## src/rtl/inst_decode_sequencer_if.sv

```systemverilog
// Handshake and status bundle between the instruction source / execute unit and
// inst_decode_sequencer. The sequencer connects through the slave modport.
interface inst_decode_sequencer_if;
    logic        io_inst_valid;
    logic        io_inst_ready;
    logic [31:0] io_inst_bits;
    logic        io_issue_valid;
    logic        io_issue_ready;
    logic [2:0]  io_issue_op;
    logic [31:0] io_issue_inst;
    logic        io_exec_done;
    logic        io_illegal;
    logic        io_busy;
    logic [7:0]  io_retired;
    logic        io_timeout;

    modport master (
        output io_inst_valid, io_inst_bits, io_issue_ready, io_exec_done,
        input  io_inst_ready, io_issue_valid, io_issue_op, io_issue_inst,
               io_illegal, io_busy, io_retired, io_timeout
    );

    modport slave (
        input  io_inst_valid, io_inst_bits, io_issue_ready, io_exec_done,
        output io_inst_ready, io_issue_valid, io_issue_op, io_issue_inst,
               io_illegal, io_busy, io_retired, io_timeout
    );
endinterface

```

## src/rtl/inst_decode_sequencer.sv

```systemverilog
// Instruction front end: small input FIFO, two-pattern decode and one-at-a-time issue.
// Optional WAIT_B watchdog is compiled in with INST_DECODE_SEQUENCER_TIMEOUT_EN.
module inst_decode_sequencer #(
    parameter logic [31:0] MATCH_A   = 32'h0000_257b,
    parameter logic [31:0] MATCH_B   = 32'h0000_277b,
    parameter int          QDEPTH    = 2
`ifdef INST_DECODE_SEQUENCER_TIMEOUT_EN
    ,
    parameter int          B_TIMEOUT = 16
`endif
) (
    input  logic                    clk,
    input  logic                    reset,
    inst_decode_sequencer_if.slave  bus
);
    localparam int            PW        = (QDEPTH > 1) ? $clog2(QDEPTH) : 1;
    localparam logic [PW:0]   DEPTH_CNT = (PW + 1)'(QDEPTH);
    localparam logic [2:0]    OP_NONE   = 3'h0;
    localparam logic [2:0]    OP_A      = 3'h1;
    localparam logic [2:0]    OP_B      = 3'h4;

    typedef enum logic [1:0] {
        IDLE,
        ISSUE,
        WAIT_B,
        ILLEGAL
    } state_t;

    state_t        state_q, state_d;
    logic [31:0]   mem_q [QDEPTH];
    logic [PW-1:0] wr_ptr_q, wr_ptr_d;
    logic [PW-1:0] rd_ptr_q, rd_ptr_d;
    logic [PW:0]   count_q, count_d;
    logic          live_q, live_d;
    logic [7:0]    retired_q, retired_d;

    logic          inst_ready;
    logic          full;
    logic          empty;
    logic          push;
    logic          pop;
    logic          retire;
    logic          timeout_hit;
    logic [31:0]   head;
    logic [2:0]    head_op;
    logic          issue_valid;
    logic [2:0]    issue_op;
    logic [31:0]   issue_inst;
    logic          illegal;

    // Ready comes from registered state only; live_q keeps it low until the first edge after reset.
    always_comb begin
        full       = (count_q == DEPTH_CNT);
        empty      = (count_q == '0);
        inst_ready = live_q && !full;
        push       = bus.io_inst_valid && inst_ready;
        head       = mem_q[rd_ptr_q];
        if (head == MATCH_A) begin
            head_op = OP_A;
        end else if (head == MATCH_B) begin
            head_op = OP_B;
        end else begin
            head_op = OP_NONE;
        end
    end

    always_comb begin
        state_d = state_q;
        case (state_q)
            IDLE: begin
                if (!empty) begin
                    state_d = (head_op == OP_NONE) ? ILLEGAL : ISSUE;
                end
            end
            ISSUE: begin
                if (bus.io_issue_ready) begin
                    state_d = (head_op == OP_B) ? WAIT_B : IDLE;
                end
            end
            WAIT_B: begin
                if (bus.io_exec_done || timeout_hit) begin
                    state_d = IDLE;
                end
            end
            ILLEGAL: state_d = IDLE;
            default: state_d = IDLE;
        endcase
    end

    always_comb begin
        issue_valid = 1'b0;
        issue_op    = OP_NONE;
        issue_inst  = 32'h0;
        illegal     = 1'b0;
        pop         = 1'b0;
        retire      = 1'b0;
        case (state_q)
            ISSUE: begin
                issue_valid = 1'b1;
                issue_op    = head_op;
                issue_inst  = head;
                pop         = bus.io_issue_ready;
                retire      = bus.io_issue_ready && (head_op == OP_A);
            end
            WAIT_B: retire = bus.io_exec_done;
            ILLEGAL: begin
                illegal = 1'b1;
                pop     = 1'b1;
            end
            default: ;
        endcase
    end

    // Pointers are PW bits wide, so wrapping modulo QDEPTH is free.
    always_comb begin
        wr_ptr_d  = push ? wr_ptr_q + PW'(1) : wr_ptr_q;
        rd_ptr_d  = pop ? rd_ptr_q + PW'(1) : rd_ptr_q;
        case ({push, pop})
            2'b10:   count_d = count_q + (PW + 1)'(1);
            2'b01:   count_d = count_q - (PW + 1)'(1);
            default: count_d = count_q;
        endcase
        live_d    = 1'b1;
        retired_d = retire ? retired_q + 8'd1 : retired_q;
    end

    always_ff @(posedge clk or posedge reset) begin
        if (reset) begin
            state_q   <= IDLE;
            wr_ptr_q  <= '0;
            rd_ptr_q  <= '0;
            count_q   <= '0;
            live_q    <= 1'b0;
            retired_q <= 8'h00;
        end else begin
            state_q   <= state_d;
            wr_ptr_q  <= wr_ptr_d;
            rd_ptr_q  <= rd_ptr_d;
            count_q   <= count_d;
            live_q    <= live_d;
            retired_q <= retired_d;
        end
    end

    // Storage needs no reset: occupancy alone decides whether an entry is meaningful.
    always_ff @(posedge clk) begin
        if (push) begin
            mem_q[wr_ptr_q] <= bus.io_inst_bits;
        end
    end

`ifdef INST_DECODE_SEQUENCER_TIMEOUT_EN
    logic [4:0] wait_cnt_q, wait_cnt_d;
    logic       timeout_q, timeout_d;

    // A completion arriving in the final WAIT_B cycle wins over the watchdog.
    always_comb begin
        wait_cnt_d  = (state_q == WAIT_B) ? wait_cnt_q + 5'd1 : 5'd0;
        timeout_hit = (state_q == WAIT_B) && !bus.io_exec_done &&
                      (wait_cnt_q == 5'(B_TIMEOUT - 1));
        timeout_d   = timeout_q || timeout_hit;
    end

    always_ff @(posedge clk or posedge reset) begin
        if (reset) begin
            wait_cnt_q <= 5'd0;
            timeout_q  <= 1'b0;
        end else begin
            wait_cnt_q <= wait_cnt_d;
            timeout_q  <= timeout_d;
        end
    end

    assign bus.io_timeout = timeout_q;
`else
    assign timeout_hit    = 1'b0;
    assign bus.io_timeout = 1'b0;
`endif

    assign bus.io_inst_ready  = inst_ready;
    assign bus.io_issue_valid = issue_valid;
    assign bus.io_issue_op    = issue_op;
    assign bus.io_issue_inst  = issue_inst;
    assign bus.io_illegal     = illegal;
    assign bus.io_busy        = (state_q != IDLE);
    assign bus.io_retired     = retired_q;
endmodule

```

## src/flat_wrapper.sv

```systemverilog
// flat-port wrapper written by rule: the top's interface ports become plain ports
module inst_decode_sequencer_flat 
#(
    parameter logic [31:0] MATCH_A   = 32'h0000_257b,
    parameter logic [31:0] MATCH_B   = 32'h0000_277b,
    parameter int          QDEPTH    = 2

)
  (clk, reset, bus_io_inst_valid, bus_io_inst_bits, bus_io_issue_ready, bus_io_exec_done, bus_io_inst_ready, bus_io_issue_valid, bus_io_issue_op, bus_io_issue_inst, bus_io_illegal, bus_io_busy, bus_io_retired, bus_io_timeout);
  inst_decode_sequencer_if bus_i ();
  input  logic clk;
  input  logic reset;
  input wire logic [$bits(bus_i.io_inst_valid)-1:0] bus_io_inst_valid;
  input wire logic [$bits(bus_i.io_inst_bits)-1:0] bus_io_inst_bits;
  input wire logic [$bits(bus_i.io_issue_ready)-1:0] bus_io_issue_ready;
  input wire logic [$bits(bus_i.io_exec_done)-1:0] bus_io_exec_done;
  output wire logic [$bits(bus_i.io_inst_ready)-1:0] bus_io_inst_ready;
  output wire logic [$bits(bus_i.io_issue_valid)-1:0] bus_io_issue_valid;
  output wire logic [$bits(bus_i.io_issue_op)-1:0] bus_io_issue_op;
  output wire logic [$bits(bus_i.io_issue_inst)-1:0] bus_io_issue_inst;
  output wire logic [$bits(bus_i.io_illegal)-1:0] bus_io_illegal;
  output wire logic [$bits(bus_i.io_busy)-1:0] bus_io_busy;
  output wire logic [$bits(bus_i.io_retired)-1:0] bus_io_retired;
  output wire logic [$bits(bus_i.io_timeout)-1:0] bus_io_timeout;
  assign bus_i.io_inst_valid = bus_io_inst_valid;
  assign bus_i.io_inst_bits = bus_io_inst_bits;
  assign bus_i.io_issue_ready = bus_io_issue_ready;
  assign bus_i.io_exec_done = bus_io_exec_done;
  assign bus_io_inst_ready = bus_i.io_inst_ready;
  assign bus_io_issue_valid = bus_i.io_issue_valid;
  assign bus_io_issue_op = bus_i.io_issue_op;
  assign bus_io_issue_inst = bus_i.io_issue_inst;
  assign bus_io_illegal = bus_i.io_illegal;
  assign bus_io_busy = bus_i.io_busy;
  assign bus_io_retired = bus_i.io_retired;
  assign bus_io_timeout = bus_i.io_timeout;
  inst_decode_sequencer #(.MATCH_A(MATCH_A), .MATCH_B(MATCH_B), .QDEPTH(QDEPTH)) u_core (.clk(clk), .reset(reset), .bus(bus_i));
endmodule
```

## config.mk

```make
export PLATFORM = sky130hd
export DESIGN_NAME = inst_decode_sequencer_flat
export DESIGN_NICKNAME = d
export VERILOG_FILES = /design/src/rtl/inst_decode_sequencer_if.sv /design/src/rtl/inst_decode_sequencer.sv /design/src/flat_wrapper.sv
export SDC_FILE = /design/constraint.sdc
export NUM_CORES = 1
export LEC_CHECK = 0
export CORE_MARGIN = 1
export CORE_UTILIZATION = 45
export CTS_CLUSTER_SIZE = 14
export DETAILED_ROUTE_END_ITERATION = 8
export HOLD_SLACK_MARGIN = 0.08
export PLACE_DENSITY = 0.74
export SLEW_MARGIN = 10
export SYNTH_ARGS = -nofsm -noshare
export SYNTH_HDL_FRONTEND = slang
export SYNTH_SLANG_ARGS = --single-unit
```

## constraint.sdc

```tcl
create_clock -name clk -period 7.5 [get_ports clk]
set_input_delay 0.75 -clock clk [delete_from_list [all_inputs] [get_ports clk]]
set_output_delay 0.75 -clock clk [all_outputs]
set_load 0.01 [all_outputs]
```

# == Word level (Yosys, flattened, before mapping) ==
# Memory sizes are Yosys's and may differ from the RTL's.
# Index checks and enable logic that the tools add are counted.
# op_classes
add_sub_neg,5
n_reduce_logical,10
eq_ne,13
muxes,17
# op_table
operator,count
$eq 32x14->1 const B,2
$mux 32,1
$mux 2,5
$mux 3,3
$add 8x1->8 const B,1
$eq 2x2->1 const B,4
$pmux 2 s4,1
$ne 2x2->1 const B,3
$eq 2x1->1 const B,2
$logic_not 2->1,2
$mux 1,4
$pmux 1 s2,2
$pmux 2 s2,1
$reduce_bool 2->1,2
$eq 3x1->1 const B,1
$eq 3x3->1 const B,1
$logic_and 1x1->1,3
$logic_not 3->1,1
$reduce_and 3->1,1
$add 1x1->1 const B,2
$add 2x1->2 const B,1
$sub 2x1->2 const B,1
$logic_not 1->1,1
# word_totals
input_bits,37
register_bits,15
ramBits,64
mem_count,1
# mem_list
memory,depth,word_bits,read_ports,rd_clocked_by_memory_dff,wr,line,text
u_core.mem_q,2,32,1,0,1,inst_decode_sequencer.sv:30,logic [31:0] mem_q [QDEPTH];

# == Logic depth before layout (Yosys ltp) ==
# Gate-level depths: netlist of the first run.
# An unclocked memory read counts as a cell.
# depth
ltp_word,8
ltp_mapped,7

# == Worst setup path after synthesis of the first run ==
# OpenSTA, ideal clock, no wires.
# synth_timing
path_kind,register to register
startpoint,register u_core.count_q[0]
endpoint,memory u_core.mem_q[0][0] (enable)
arrival_time_ns,2.378
period_less_slack_ns,2.799
required_time_ns,7.079
path_stages_with_launch,5
n_path_buf,0
path_slack_ns,4.701
path_cell_list,dfrtp_1 -> inv_1 -> a21boi_0 -> nand2_1 -> nor2_1
# synth_between
elab_chain_cells,6
# synth_lines
element,line,text
start: declaration,inst_decode_sequencer.sv:33,"logic [PW:0] count_q, count_d;"
start signal: assignment,inst_decode_sequencer.sv:139,count_q <= count_d;
$eq 2x2->1,inst_decode_sequencer.sv:53,full = (count_q == DEPTH_CNT);
$logic_not 1->1,inst_decode_sequencer.sv:55,inst_ready = live_q && !full;
$logic_and 1x1->1,inst_decode_sequencer.sv:55,
named net bus_io_inst_ready,flat_wrapper.sv:17,output wire logic [$bits(bus_i.io_inst_ready)-1:0] bus_io_inst_ready;
$logic_and 1x1->1,inst_decode_sequencer.sv:56,push = bus.io_inst_valid && inst_ready;
$mux 1,inst_decode_sequencer.sv:147,if (push) begin
$mux 1 (not written as such),inst_decode_sequencer.sv:148,mem_q[wr_ptr_q] <= bus.io_inst_bits;
end: declaration,inst_decode_sequencer.sv:30,
# The timed path passes the listed nets, and every way through them passes these cells.

# == Worst setup path in the final report of the first run ==
# layout_timing
startpoint,register u_core.rd_ptr_q
endpoint,output port bus_io_issue_op[0]
# layout_between
elab_chain_cells,4
# layout_lines
element,line,text
start: declaration,inst_decode_sequencer.sv:32,"logic [PW-1:0] rd_ptr_q, rd_ptr_d;"
start signal: assignment,inst_decode_sequencer.sv:138,rd_ptr_q <= rd_ptr_d;
$mem_v2 2x32,-,
$eq 32x14->1,inst_decode_sequencer.sv:58,if (head == MATCH_A) begin
$mux 3,inst_decode_sequencer.sv:58,
$mux 3,inst_decode_sequencer.sv:97,case (state_q)
end: declaration,flat_wrapper.sv:19,output wire logic [$bits(bus_i.io_issue_op)-1:0] bus_io_issue_op;
# Every way passes these cells.

==> impl_metrics.tcl, run 1 <==
set metrics [dict create \
    outcome "completed" \
    synth_cell_types 40 \
    postCtsSetupBuffers 0 \
    yosysSeqAreaShare_pct 66.57 \
    portBuffers 82 \
    grt_max_degree 41 \
    synth_top_area_share_pct 55.69 \
    tns_ps 0 \
    diodes 0 \
    ys.flop_type "edfxtp_1" \
    crit_start "u_core.rd_ptr_q" \
    rsz0062_at_grt "false" \
    finalSetupViolations 0 \
    min_path_type "reg -> reg" \
    grt_usage_pct 17.87 \
    maxCapViolCount 0 \
    p_per_area_mw_per_mm2 305.7 \
    fp-row-count 31 \
    ios 85 \
    fmaxAchievable_ghz 0.2811 \
    mappedNetlistArea_mm2 0.003451 \
    layout_commonest_cell "clkdlybuf4s50_1" \
    vias 2230 \
    avgSynthCellArea_um2 13.91 \
    routabilityCongestion 0.8297 \
    slew-limit-headroom_pct 30.20 \
    worstPathRequired_ps 6750 \
    hold_ws_ps 489.0 \
    cp-start-kind "flop" \
    grt_pass1_wl_mm 10.41 \
    viasPerCell 5.080 \
    finClkSkew_ps 9.052 \
    worstMarginPinSlew_ps 1046 \
    hold_start "u_core.bus.io_retired[7]" \
    ff_latch_area_mm2 0.002298 \
    crit_fanout 40 \
    cts_made_buffers 9 \
    layout_min_cycle_time_ps 3557 \
    cts.sinks 79 \
    postCtsHoldBufs 0 \
    hpwl_mm 4.703 \
    post_cts_resized 0 \
    dieWidth_um 89.57 \
    drive_gt1_share_pct 7.941 \
    slew_viol_final 0 \
    die_h_um 89.57 \
    die-area_mm2 0.008023 \
    start_util_pct 47.07 \
    critical_path_class "reg -> out" \
    fin_crit_sh_pct 47.43 \
    synth_edf_count 64 \
    htree_levels 3 \
    drtPass1Iterations 4 \
    p_total_w 0.001392 \
    antenna_found_initial 0 \
    p_leak_nw 1.712 \
    peakVddDrop_mv 0.1637 \
    fin_ws_ps 3943 \
    first_iter_violations 141 \
    fin_nets 379 \
    clk_pin_slew_ps 80 \
    ys_ff_latch 79 \
    cts_tree "done" \
    ctsRootBufferMaster "clkbuf_8" \
    finalHoldViolCount 0 \
    r2r-start "u_core.rd_ptr_q" \
    clockBufferDepth 2 \
    wl_per_cell_um 15.02 \
    ant_nets 0 \
    drc 0 \
    clock_latency_ps 340 \
    dp_slack_ps 4279 \
    yosys_warnings 0 \
    grt_pass1_vias 2276 \
    finalWirelength_mm 6.592 \
    area_delta_synth_final_pct 31.91 \
    fill_cells 576 \
    synth_top_area_cell "edfxtp_1" \
    syn_inst 248 \
    worst-endpoint-arrival_ps 2810 \
    core_area_mm2 0.007331 \
    cp-end-kind "output port" \
    yosys-top-cells-area "edfxtp_1 (56%), dfrtp_1 (11%), mux2i_1 (9.6%)" \
    final_cell_mix "clkdlybuf4s50_1 (82), edfxtp_1 (64), nor2_1 (39)" \
    async_flop_share_pct 18.99 \
    gr-total-overflow 0 \
    multi_input_area_mm2 0.001077 \
]
layout make-up:
class | count | share of cell area, %
sequential | 79 | 50.49
multi-input combinational | 151 | 23.67
timing repair buffer | 84 | 18.36
clock buffer | 9 | 2.721
tap | 99 | 2.721
clock inverter | 7 | 1.209
inverter | 10 | 0.8246
synthesized netlist by cell type (2+ instances only):
| library cell | n |
|---|---|
| dfrtp_1 | 15 |
| buf_4 | 2 |
| nor4_1 | 8 |
| a21oi_1 | 3 |
| nor3_1 | 2 |
| clkbuf_1 | 3 |
| nand4_1 | 2 |
| nand2_1 | 11 |
| edfxtp_1 | 64 |
| and4b_1 | 3 |
| ha_1 | 7 |
| buf_2 | 3 |
| nor2_1 | 40 |
| nand3_1 | 5 |
| a211oi_2 | 2 |
| conb_1 | 2 |
| xor2_1 | 8 |
| mux2i_1 | 33 |
| inv_1 | 10 |
| nand4b_1 | 2 |
| xnor2_1 | 4 |
critical path, stage by stage, from the launching register on:
cell	delay (ps)
dfrtp_2	1050
a41oi_1	350
a21oi_4	250
nand3_2	130
nor2_1	130
clkdlybuf4s50_1	540
cells by family after synthesis:
group | Yosys count | synth area share, %
DFF | 79 | 66.57
and+or+nand+nor | 82 | 12.26
muxes | 34 | 9.899
AOI/OAI and AO/OA | 13 | 3.082
adders and majority gates | 7 | 2.538
buffers and inverters | 19 | 2.393
xor gates and xnor gates | 12 | 3.046
other | 2 | 0.2176
power by group:
group	total [W]	switching [W]	internal, W
Clock	0.000281	0.000158	0.000123
Sequential	0.000647	0.0000943	0.000553
Combinational	0.000463	0.000214	0.000250
routing by layer:
metal / global-route usage, % / vias to the layer above / part of all wire (%)
li1: - / 1080 / -
met1: 22.57 / 1062 / 43
met2: 29.13 / 81 / 50
met3: 6.124 / 7 / 6.5
met4: 5.628 / 0 / 0.70
met5: 0 / - / 0
metrics by stage:
stage | area, um2 | utilization (%) | std cells
floorplan | 3455 | - | 249
global placement | 4373 | 59.65 | 423
detailed placement | 4373 | 59.65 | 423
CTS | 4552 | 62.09 | 439
global route | 4552 | 62.09 | 439
finish | 4552 | 62.09 | 439
path summary, 6_finish.rpt:
check	slack, ps	cells past startpoint	to
worst max register to register	4960	5	u_core.bus.io_retired[1]
worst max-delay path	3940	5	bus_io_issue_op[0]
worst min register to register	490	1	u_core.bus.io_retired[7]
worst min-delay path	490	1	u_core.bus.io_retired[7]
max in group asynchronous	6320	2	u_core.rd_ptr_q
min in group asynchronous	770	2	u_core.state_q[1]
sequential cells by signal (all words and copies together) (netlist names):
register               cells
u_core.count_q             2
u_core.mem_q              64
u_core.live_q              1
u_core.state_q             2
u_core.rd_ptr_q            1
u_core.bus.io_retired      8
u_core.wr_ptr_q            1
(Power assumes the default switching activity.)
==> inputs of run 2 (changes only) <==
CORE_UTILIZATION = 44   (was 45)
PLACE_DENSITY = 0.75   (was 0.74)
clock period = 3.1 ns   (was 7.5 ns; I/O delays follow)
==> run 2 against run 1 <==
Setup slack worse by 3800 ps. Sequential share of layout area is 0.62 points lower. Core utilization is 0.11 points higher. Clock-buffer cell count is 1 higher. First-iteration DRC count is 28% lower. Final area is 1.2% higher. Critical path depth stayed put. Cell count is 0.68% higher. Critical path type unchanged. Critical endpoint unchanged.
==> impl_metrics.tcl, run 2 (synthesized netlist as in run 1, its figures left out) <==
set metrics [dict create \
    antenna_found_initial 0 \
    cp-end-kind "output port" \
    stdcell_count 442 \
    vias 2258 \
    cts.sinks 79 \
    grt_max_degree 33 \
    hpwl_mm 5.076 \
    finClkSkew_ps 7.041 \
    routabilityCongestion 0.7952 \
    fmaxAchievable_ghz 0.3423 \
    largest_register_ffs 64 \
    layout_commonest_cell "clkdlybuf4s50_1" \
    final_cell_mix "clkdlybuf4s50_1 (82), edfxtp_1 (64), nor2_1 (39)" \
    cts_tree "done" \
    grt_usage_pct 18.54 \
    switchingPower_w 0.001117 \
    slew-limit-headroom_pct 60.23 \
    maxCapViolCount 0 \
    dieWidth_um 90.56 \
    clockBufferDepth 2 \
    cp-start-kind "flop" \
    p_per_area_mw_per_mm2 764.5 \
    fill_cells 566 \
    sequentialPowerShare_pct 42.5 \
    area_delta_synth_final_pct 33.54 \
    min_path_type "in -> async" \
    fp-row-count 31 \
    peakVddDrop_mv 0.4035 \
    fin_crit_sh_pct 94.23 \
    critical_path_class "reg -> out" \
    fin_nets 382 \
    switching_share_pct 31.71 \
    start_util_pct 46.58 \
    cts_made_buffers 9 \
    p_leak_nw 1.750 \
    postCtsHoldBufs 0 \
    r2r_slack_ps 780 \
    tns_ps 0 \
    gr-total-overflow 0 \
    post_cts_resized 0 \
    clockPowerShare_pct 23.0 \
    die_h_um 90.56 \
    finalSetupViolations 0 \
    grt_pass1_wl_mm 11.59 \
    worstMarginPinSlew_ps 596.0 \
    ctsRootBufferMaster "clkbuf_8" \
    core_area_mm2 0.007408 \
    diodes 0 \
    first_iter_violations 102 \
    regMostFlops "u_core.mem_q" \
    clock_latency_ps 340 \
    crit_fanout 18 \
    intPower_w 0.002406 \
    ant_nets 0 \
    drc 0 \
    worstPathRequired_ps 2790 \
    clk_pin_slew_ps 80 \
    worst-endpoint-arrival_ps 2610 \
    htree_levels 3 \
    die-area_mm2 0.008201 \
    dp.cells 426 \
    wl_per_cell_um 15.97 \
    postCtsSetupBuffers 0 \
    drtPass1Iterations 4 \
    finalHoldViolCount 0 \
    viasPerCell 5.109 \
    rsz0062_at_grt "false" \
    finalWirelength_mm 7.059 \
    outcome "completed" \
    layout_min_cycle_time_ps 2921 \
    portBuffers 82 \
    ios 85 \
    drive_gt1_share_pct 8.163 \
    slew_viol_final 0 \
    combPwrFrac_pct 34.6 \
    grt_pass1_vias 2425 \
]
==> run 2: changes by cell type in the layout (fill, tap and decap cells not counted), sizes merged <==
cell      before  now
clkinv         1    3
buf            2    5
inv           12   10
bufinv         0    2
clkbuf         9   10
clkinvlp       4    1
==> run 2: metrics by stage <==
step | area, um2 | setup WS [ps] | util, % | power, W | hold WS (ps)
final | 4608 | 178.9 | 62.20 | 0.003523 | 327.0
after global routing | 4608 | 28.29 | 62.20 | 0.003723 | 369.4
after CTS | 4608 | 187.0 | 62.20 | 0.003553 | 342.0
after detailed placement | 4395 | 570.0 | 59.33 | 0.002746 | 476.3
after global placement | 4395 | 584.8 | 59.33 | 0.002717 | 458.9
after floorplan | 3455 | 300.6 | - | 0.002197 | 211.5
==> run 2: routing by layer <==
metal | routed length (um) | global-route usage (%)
met1 | 2943 | 21.72
met2 | 3430 | 31.12
met3 | 508 | 5.976
met4 | 177 | 8.065
met5 | 0 | 0
==> run 2: final timing paths <==
path | start | end | depth (start not counted)
worst max-delay path | u_core.rd_ptr_q | bus_io_issue_op[0] | 5
worst min-delay path | reset | u_core.wr_ptr_q | 2
worst max register to register | u_core.rd_ptr_q | u_core.bus.io_retired[1] | 6
worst min register to register | u_core.bus.io_retired[7] | u_core.bus.io_retired[7] | 1
max in group asynchronous | reset | u_core.rd_ptr_q | 2
min in group clk | u_core.bus.io_retired[7] | u_core.bus.io_retired[7] | 1
==> run 2: area by class of cell <==
| cell class | instances | area [um2] | area share (%) |
|---|---|---|---|
| Clock buffer | 10 | 127.6 | 2.769 |
| Clock inverter | 6 | 85.08 | 1.846 |
| Inverter | 10 | 37.54 | 0.8146 |
| Multi-Input combinational cell | 151 | 1077 | 23.38 |
| Sequential cell | 79 | 2298 | 49.88 |
| Tap cell | 99 | 123.9 | 2.688 |
| Timing Repair Buffer | 87 | 858.3 | 18.63 |
==> run 2: critical path, stage by stage (launching register included) <==
cell and delay (ps):
dfrtp_2 590, buf_4 370, mux2i_1 450, nand3_2 170, nor2_1 130, clkdlybuf4s50_1 540
==> run 2: power by group through the flow <==
stage | clock (W) | sequential, W | combinational, W
floorplan | 0 | 0.00147 | 0.000731
global placement | 0 | 0.00151 | 0.00121
detailed placement | 0 | 0.00152 | 0.00123
CTS | 0.000825 | 0.00150 | 0.00123
global route | 0.000871 | 0.00152 | 0.00133
finish | 0.000809 | 0.00150 | 0.00122
==> inputs of run 3 (changes only) <==
REMOVE_ABC_BUFFERS = 1   (was default)
==> run 3 against run 2 <==
Clock power increased by 1%. Hold slack worse by 13 ps. Core utilization rose by 0.10 points. Non-clock buffer count is the same. First-iteration DRC count shrank 40%. Final area is 0.16% higher. Critical path type unchanged. Largest cell class unchanged. Largest power group unchanged.
==> impl_metrics.tcl, run 3 (synthesized netlist as in run 1, its figures left out) <==
set metrics [dict create \
    final_cell_mix "clkdlybuf4s50_1 (82), edfxtp_1 (64), nor2_1 (39)" \
    vias 2222 \
    hpwl_mm 4.892 \
    antenna_found_initial 0 \
    fin_nets 382 \
    postCtsHoldBufs 0 \
    die_h_um 90.56 \
    fin_ws_ps 221.0 \
    clock_latency_ps 340 \
    worstPathRequired_ps 2790 \
    worst-endpoint-arrival_ps 2570 \
    dp.cells 426 \
    first_iter_violations 61 \
    stdcell_count 442 \
    peakVddDrop_mv 0.5180 \
    finalSetupViolations 0 \
    htree_levels 3 \
    outcome "completed" \
    dieWidth_um 90.56 \
    ios 85 \
    tns_ps 0 \
    area_delta_synth_final_pct 33.76 \
    finalHoldViolCount 0 \
    portBuffers 82 \
    layout_min_cycle_time_ps 2879 \
    p_leak_nw 1.750 \
    core_area_mm2 0.007408 \
    min_path_type "in -> async" \
    hold_ws_ps 313.9 \
    gr-total-overflow 0 \
    viasPerCell 5.027 \
    slew-limit-headroom_pct 48.86 \
    cts.sinks 79 \
    clockBufferDepth 2 \
    ant_nets 0 \
    maxCapViolCount 0 \
    ctsRootBufferMaster "clkbuf_8" \
    drive_gt1_share_pct 8.455 \
    clk_pin_slew_ps 80 \
    grt_pass1_vias 2215 \
    crit_fanout 4 \
    largest_register_ffs 64 \
    cp-start-kind "flop" \
    regMostFlops "u_core.mem_q" \
    grt_usage_pct 17.21 \
    fmaxAchievable_ghz 0.3473 \
    finalWirelength_mm 6.653 \
    rsz0062_at_grt "false" \
    dp_slack_ps 615.0 \
    fin_crit_sh_pct 92.87 \
    grt_max_degree 33 \
    cp-end-kind "output port" \
    die-area_mm2 0.008201 \
    postCtsSetupBuffers 0 \
    drtPass1Iterations 4 \
    slew_viol_final 0 \
    p_per_area_mw_per_mm2 762.4 \
    critical_path_class "reg -> out" \
    fp-row-count 31 \
    layout_commonest_cell "clkdlybuf4s50_1" \
    grt_pass1_wl_mm 10.67 \
    start_util_pct 46.58 \
    cts_made_buffers 9 \
    diodes 0 \
    worstMarginPinSlew_ps 766.3 \
    cts_tree "done" \
    finClkSkew_ps 8.890 \
    post_cts_resized 0 \
    post-route-util_pct 62.30 \
    routabilityCongestion 0.7903 \
    drc 0 \
    wl_per_cell_um 15.05 \
]
==> run 3: cell count changes in the layout (fill, tap and decap cells not counted), sizes merged <==
cell      change
inv           +1
clkinv        -1
clkinvlp      +1
clkbuf        -1
==> run 3: final timing paths <==
kind                       cells past startpoint  slack, ps                        to                startpoint
max                                            6        220        bus_io_issue_op[2]       u_core.mem_q[0][19]
min                                            2        310  u_core.bus.io_retired[3]                     reset
max reg2reg                                    6        780  u_core.bus.io_retired[1]           u_core.rd_ptr_q
min reg2reg                                    1        470  u_core.bus.io_retired[7]  u_core.bus.io_retired[7]
max in group asynchronous                      2       2380           u_core.rd_ptr_q                     reset
min in group clk                               1        470  u_core.bus.io_retired[7]  u_core.bus.io_retired[7]
==> run 3: routing by layer <==
layer,track usage [%],routed length (um),part of all wire (%),vias up
li1,-,-,-,1082
met1,20.75,2846,43,1059
met2,28.16,3240,49,65
met3,4.040,367,5.5,16
met4,10.08,199,3.0,0
met5,0,0,0,-
==> run 3: power breakdown <==
| group | leakage [nW] | switching (W) | internal [W] |
|---|---|---|---|
| Sequential | 0.767 | 0.000147 | 0.00134 |
| Clock | 0.103 | 0.000364 | 0.000454 |
| Combinational | 0.879 | 0.000597 | 0.000617 |
==> run 3: final cells by class <==
cell class / instances / area [um2]
fillers: 577 / 2793
flip-flops and latches: 79 / 2298
multi-input cells: 151 / 1077
repair buffers: 87 / 858.3
clock buffers: 9 / 123.9
well taps: 99 / 123.9
clock inverters: 7 / 96.34
inverters: 10 / 37.54
==> run 3: per-stage QoR <==
stage	total power, W	cell area (um2)
2_1_floorplan	0.002186	3410
3_3_place_gp	0.002703	4395
3_5_place_dp	0.002732	4395
4_1_cts	0.003552	4616
5_1_grt	0.003708	4616
6_report	0.003519	4616
==> run 3: worst max-delay path, cell delays in order (launching register included) <==
cell	delay [ps]
edfxtp_1	420
nor4_1	420
nand4_1	210
mux2i_1	320
nand3_2	180
nor2_1	130
clkdlybuf4s50_1	540
